==> config.mk <==
export PLATFORM = sky130hd
export DESIGN_NAME = ad5791_init_sequencer
export DESIGN_NICKNAME = d
export VERILOG_FILES = /design/src/rtl/ad5791_init_sequencer.sv
export SDC_FILE = /design/constraint.sdc
export NUM_CORES = 1
export LEC_CHECK = 0
export ABC_AREA = 0
export BUFFER_PORTS_ARGS = -buffer_cell sky130_fd_sc_hd__buf_2
export CELL_PAD_IN_SITES_DETAIL_PLACEMENT = 0
export CELL_PAD_IN_SITES_GLOBAL_PLACEMENT = 1
export CORE_ASPECT_RATIO = 1.1
export CORE_MARGIN = 10
export CORE_UTILIZATION = 30
export DETAILED_ROUTE_END_ITERATION = 12
export PLACE_DENSITY = 0.88
export SLEW_MARGIN = 0
export SYNTH_ARGS = -nofsm -noshare
export SYNTH_HDL_FRONTEND = slang
export SYNTH_SLANG_ARGS = --single-unit
==> constraint.sdc <==
create_clock -name a_clk -period 2.8 [get_ports a_clk]
set_input_delay 0.56 -clock a_clk [delete_from_list [all_inputs] [get_ports a_clk]]
set_output_delay 0.56 -clock a_clk [all_outputs]
set_load 0.01 [all_outputs]
==> src/rtl/ad5791_init_sequencer.sv <==
// Power-on configuration sequencer for the four-channel AD5791 PMOD SPI DAC serializer.
// Define AD5791_SEQ_CLEARCODE_EN to add a clearcode-register phase after the control-register phase.
module ad5791_init_sequencer #(
    parameter int NUM_DAC           = 4,
    parameter int SAXIS_TDATA_WIDTH = 32,
    parameter int LOAD_HOLD         = 8,
    parameter int FRAME_WAIT        = 160,
    parameter int RELEASE_HOLD      = 8
) (
    input  logic                         a_clk,
    input  logic                         a_rst,
    input  logic                         start,
    input  logic                         abort,
    input  logic [19:0]                  ctrl_payload,
    input  logic [19:0]                  clr_payload,
    output logic [SAXIS_TDATA_WIDTH-1:0] cfg_tdata,
    output logic                         cfg_tvalid,
    output logic                         configuration_mode,
    output logic [2:0]                   configuration_axis,
    output logic                         configuration_send,
    output logic                         busy,
    output logic                         done
);

    typedef enum logic [2:0] {
        S_IDLE, S_MODE_ENTER, S_LOAD, S_LOAD_GAP, S_SEND, S_RELEASE, S_EXIT
    } state_t;

    typedef enum logic {PH_CTRL, PH_CLR} phase_t;

    localparam int         TW        = 16;
    localparam logic [2:0] ADDR_CTRL = 3'b010;
    localparam logic [2:0] ADDR_CLR  = 3'b011;

`ifdef AD5791_SEQ_CLEARCODE_EN
    localparam bit HAS_CLR = 1'b1;
    logic [19:0] clr_sel;
    assign clr_sel = clr_payload;
`else
    localparam bit HAS_CLR = 1'b0;
    logic [19:0] clr_sel;
    logic        unused_clr;
    assign clr_sel    = '0;
    assign unused_clr = ^clr_payload;
`endif

    state_t         state_q, state_d;
    phase_t         phase_q, phase_d;
    logic [2:0]     axis_q, axis_d;
    logic [TW-1:0]  timer_q, timer_d;
    logic [23:0]    word;

    // Payloads are used live; software keeps them stable while busy is high.
    assign word = (phase_q == PH_CLR) ? {1'b0, ADDR_CLR, clr_sel}
                                      : {1'b0, ADDR_CTRL, ctrl_payload};

    always_ff @(posedge a_clk) begin
        if (a_rst) begin
            state_q <= S_IDLE;
            phase_q <= PH_CTRL;
            axis_q  <= '0;
            timer_q <= '0;
        end else begin
            state_q <= state_d;
            phase_q <= phase_d;
            axis_q  <= axis_d;
            timer_q <= timer_d;
        end
    end

    always_comb begin
        // NOTE: every variable gets a default here so no path can infer a latch.
        state_d            = state_q;
        phase_d            = phase_q;
        axis_d             = axis_q;
        timer_d            = timer_q;
        cfg_tdata          = '0;
        cfg_tvalid         = 1'b0;
        configuration_mode = 1'b0;
        configuration_axis = '0;
        configuration_send = 1'b0;
        busy               = 1'b0;
        done               = 1'b0;

        case (state_q)
            S_IDLE: begin
                if (start && !abort) state_d = S_MODE_ENTER;
            end
            S_MODE_ENTER: begin
                configuration_mode = 1'b1;
                busy               = 1'b1;
                axis_d             = '0;
                phase_d            = PH_CTRL;
                timer_d            = '0;
                state_d            = S_LOAD;
            end
            S_LOAD: begin
                configuration_mode = 1'b1;
                busy               = 1'b1;
                cfg_tvalid         = 1'b1;
                configuration_axis = axis_q;
                cfg_tdata          = SAXIS_TDATA_WIDTH'(word);
                if (timer_q == TW'(LOAD_HOLD - 1)) begin
                    timer_d = '0;
                    state_d = S_LOAD_GAP;
                end else begin
                    timer_d = timer_q + TW'(1);
                end
            end
            S_LOAD_GAP: begin
                configuration_mode = 1'b1;
                busy               = 1'b1;
                if (axis_q < 3'(NUM_DAC - 1)) begin
                    axis_d  = axis_q + 3'd1;
                    state_d = S_LOAD;
                end else begin
                    state_d = S_SEND;
                end
            end
            S_SEND: begin
                configuration_mode = 1'b1;
                busy               = 1'b1;
                configuration_send = 1'b1;
                if (timer_q == TW'(FRAME_WAIT - 1)) begin
                    timer_d = '0;
                    state_d = S_RELEASE;
                end else begin
                    timer_d = timer_q + TW'(1);
                end
            end
            S_RELEASE: begin
                configuration_mode = 1'b1;
                busy               = 1'b1;
                // The next-phase decision is folded into the last release cycle.
                if (timer_q == TW'(RELEASE_HOLD - 1)) begin
                    timer_d = '0;
                    if (HAS_CLR && phase_q == PH_CTRL) begin
                        phase_d = PH_CLR;
                        axis_d  = '0;
                        state_d = S_LOAD;
                    end else begin
                        state_d = S_EXIT;
                    end
                end else begin
                    timer_d = timer_q + TW'(1);
                end
            end
            S_EXIT: begin
                done    = 1'b1;
                state_d = S_IDLE;
            end
            default: state_d = S_IDLE;
        endcase

        if (abort && state_q != S_IDLE) begin
            state_d = S_IDLE;
            phase_d = PH_CTRL;
            axis_d  = '0;
            timer_d = '0;
        end
    end

endmodule

# == Yosys cells after proc, flatten, opt, wreduce, memory -nomap -nowiden ==
# Cells that the tools add are included.
# word_totals
reg_bits,22
latchBits,0
ramBits,0
mem_bits_ro,0
inputBits,44
out_inout_bits,40
wordCells,48
n_memories,0
# classes
n_addsub,2
n_mul,0
n_div,0
n_lt_le_gt_ge,1
eq_ne,13
shift,0
muxes,17
bitwise_logic,0
n_reduce_logical,12
# ops
op,count
case mux 16 bit (3 select lines),1
two-way mux 16 bit,2
two-way mux 22 bit,1
two-way mux 3 bit,7
case mux 3 bit (6 select lines),1
"adder 16 x 1 -> 16 bit, second input constant",1
"== test 16 x 3 -> 1 bit, second input constant",1
"== test 16 x 8 -> 1 bit, second input constant",1
"inequality test 2 bit, second input constant",5
"== test 3 bit, second input constant",3
"== test 3 x 2 -> 1 bit, second input constant",2
case mux 3 bit (2 select lines),1
nonzero test 3 bit,2
OR reduction 5 bit,1
two-way mux 1 bit,4
AND reduction 4 bit,1
OR reduction 2 bit,2
"adder 3 x 1 -> 3 bit, second input constant",1
"== test 3 x 1 -> 1 bit, second input constant",1
logical NOT 3 bit,1
"less-than comparator 3 x 2 -> 1 bit, second input constant",1
logical AND 1 bit,2
AND reduction 2 bit,1
nonzero test 2 bit,1
logical NOT 1 bit,1

# == Depth between registers and ports, before layout ==
# logic_depth
depth_word,4
mapped_depth,7
ltp_nobuf,6

# == Worst setup path after synthesis ==
# No wires, ideal clock.
# synth_timing
path_kind,reg2reg
from,register timer_q[12]
to,register timer_q[1]
setup_time_ns,0.128
arrival_time_ns,1.958
slack_ns,0.714
stages_incl_launch_ff,7
period_less_slack_ns,2.086
path_cell_list,dfxtp_1 -> or4_1 -> or4_1 -> o2bb2ai_2 -> buf_2 -> a22oi_1 -> nor2_1
# synth_between
elab_chain_cells,3
word_cells_on_any_way,5
classes_between,eq/ne (2); mux (3)
# synth_rtl
item,line,source
from (decl),50,"logic [TW-1:0] timer_q, timer_d;"
from (signal assigned),67,timer_q <= timer_d;
== test 16 x 3 -> 1 bit or == test 16 x 8 -> 1 bit (tied branches),"103, 135, 124",
"two-way mux 16 bit, on equally long branches","103, 135, 124",
case mux 16 bit (3 select lines) *,85,case (state_q)
# Mark *: on every way between the ends. The rest lies on a longest branch, timed or not.
# A chain may end at the register's enable or synchronous reset.

# == Worst setup path in the final report ==
# layout_timing
from,register timer_q[0]
to,register timer_q[7]
# layout_between
elab_chain_cells,3
word_cells_on_any_way,6
classes_between,add/sub (1); eq/ne (2); mux (3)
# layout_rtl
item,line
"adder 16 x 1 -> 16 bit, or another cell as far along","107, 128, 145"
"two-way mux 16 bit, on equally long branches","103, 135, 124"
case mux 16 bit (3 select lines) *,85
# Marks and branches as above.

==> out/metrics.cfg <==
[run_status]
status=finished, final reports clean

[logic_synthesis]
avgSynthCellArea_um2=7.77
synth_top_family_by_area=simple AND/OR/NAND/NOR gates
synth_area_um2=1470
synth_xor_area_share_pct=5.37
synth.ff_latch_count=22
ys_warn_count=0
yosysSeqAreaShare_pct=30.0
syn_inst=189
synthTopCellsByArea=dfxtp_1, and2_1, buf_4
muxShareOfSynthArea_pct=1.53
synth_cell_types=39
synthSimpleGateAreaFrac_pct=37.3
yosysTopAreaCell=dfxtp_1
synth_top_area_share_pct=30.0
synthAdderAreaFrac_pct=2.56
synth_compound_area_share_pct=13.5

[floorplanning]
start_util_pct=31.3
io_pins=84
die_w_um=86.7
rows=26
die_h_um=93.4
core_area_um2=4680
die_area_um2=8090

[setup_path]
slowest_delay_ns=0.49
cp-start-kind=register
cp_max_fo=17
crit_chain=ha_1 > or4bb_1 > nor4_1 > o2bb2ai_2 > o21ai_1 > nor2_1
end_kind=register
required_ns=2.93
r2r_end=timer_q[7]
crit_path_top_delay_cell=o21ai_1
critPathKind=register to register
crit_family=simple AND/OR/NAND/NOR gates
critPathBufInv=0
worstPathArrival_ns=2.59
regToRegStartpoint=timer_q[0]
reg2reg_depth=6
r2r_slack_ns=0.35

[clock_tree]
cts_buffers=3
cts.clk_slew.worst_paths_ns=0.07
cts_htree_levels=1
cts_resized=0
clk_latency_ns=0.26
cts-hold-fix-buffers=0
cts_setup_buffers=0
cts_tree=yes
cts_buffer_depth=2
cts_sinks=22
root_buffer=clkbuf_8

[finish]
drive_gt1_share_pct=26.5
layout_commonest_cell=buf_2
antenna_cells=0
finish.utilization_pct=37.6
n_fill_cell=514
fin_area_um2=1760
seq_area_um2=440
multiInputGateArea_um2=930
areaGrowthSynthToFinish_pct=19.9
fin_nets=283
layout_common_cells=buf_2, and2_1, dfxtp_1, nor2_1

[worst_hold_path]
hold_depth=2
holdPathEnd=timer_q[15]
holdCritStartpoint=timer_q[15]
hold_class=register to register

[drt]
ant_nets=0
wl_per_cell_um=13.2
route.detailed.drc=0
drt_wl_total_um=3840
drtIter0Drc=36
viasPerCell=4.92
drt_pass1_iterations=4
num_vias=1426

[pwr]
cellInternalPower_mw=0.452
power_density_nw_per_um2=354
p_seq_share_pct=52.0
power_frac_comb_pct=17.5
switching_share_pct=27.4
p_clk_share_pct=30.5
ir_worst_vdd_mv=0.186
p_sw_mw=0.171
total_power_mw=0.623
p_leak_nw=0.851

[sta]
finClkSkew_ns=0.00193
slew_viol_final=0
min_period_ns=2.45
relSlewSlack_pct=53.5
fin_crit_sh_pct=87.6
finalHoldViolations=0
setup_viol=0
rsz0062_at_grt=false
worst_pin_slew_ns=0.696
fmax_mhz=408
fin_tns_setup_ns=0

[place]
place_area_um2=1720
io_buffers=52
hpwl_um=3110
gp_congestion=0.817

[global_routing]
grt_pass1_wl_um=6090
grt_pass1_vias=1293
antenna_found_initial=0
grt_max_degree=26
gr-total-overflow=0
grt_util_all_layers_pct=8.83

[run]
max_cap_violations=0

[stage by stage]
stage	worst slack (ns)	hold slack, ns	instances
global route	0.0914	0.532	290
global placement	0.374	0.478	287
detailed placement	0.347	0.488	287
CTS	0.336	0.501	290
floorplan	0.714	0.462	199
finish	0.348	0.507	290
[area by class of cell]
class / count / share of cell area, %
Timing Repair Buffer: 53 / 15.2
Tap cell: 56 / 3.98
Multi-Input combinational cell: 153 / 52.8
Clock buffer: 3 / 2.35
Inverter: 3 / 0.640
Sequential cell: 22 / 25.0
[sequential cells by signal, indices dropped and copies added (netlist names)]
| name | cells |
|---|---|
| axis_q | 3 |
| state_q | 3 |
| timer_q | 16 |
[power by group through the flow]
stage	Sequential, mW	Clock, mW	Combinational [mW]
after floorplan	0.325	0	0.0880
after global placement	0.331	0	0.108
after CTS	0.324	0.200	0.110
after global routing	0.325	0.212	0.123
after detailed placement	0.331	0	0.109
final	0.324	0.190	0.109
[Yosys cell counts, drive strengths merged]
cell     count
o2bb2ai      1
a22o         1
inv          3
nor2b        2
and3         2
xor2         8
a41oi        1
or3b         2
o21bai       1
mux2         2
xnor2        1
ha           3
nor2        20
nand2b       1
a21oi        7
or4bb        1
a31oi        4
a211oi       1
nor3b        2
nand2       11
nand3       11
and4         1
conb         1
nor4         1
nand3b       3
nand4        4
or4          4
o21ai        3
and2        24
a22oi        7
buf         14
a21o         3
nor3         6
dfxtp       22
or3          3
nor4b        1
clkbuf       7
[tightest hold or removal path, stage by stage, from the launching register on]
cell     delay [ns]
dfxtp_1        0.33
nand2_1        0.06
a31oi_1        0.06
[per-layer routing]
metal	global-route usage [%]	part of all wire, %	up-vias
li1	-	-	734
met1	9.83	43	618
met2	14.5	42	70
met3	4.69	14	4
met4	2.03	0.70	0
met5	0	0	-
[cells by family (layout without fill, tap and decap cells)]
logic type,after synthesis,after routing
AOI/OAI and AO/OA,29,29
xor gates and xnor gates,9,9
adders and majority gates,3,3
buffers and inverters,24,59
DFF,22,22
muxes,2,2
other,1,11
and+or+nand+nor,99,99
[worst max-delay path by stage]
stage | startpoint | endpoint | slack [ns] | cells past startpoint
2_1_floorplan | timer_q[12] | timer_q[1] | 0.71 | 6
3_3_place_gp | timer_q[12] | timer_q[11] | 0.37 | 5
3_5_place_dp | timer_q[0] | timer_q[7] | 0.35 | 6
4_1_cts | timer_q[0] | timer_q[7] | 0.34 | 6
5_1_grt | timer_q[0] | timer_q[11] | 0.09 | 6
6_report | timer_q[0] | timer_q[7] | 0.35 | 6
(Power assumes the default switching activity.)
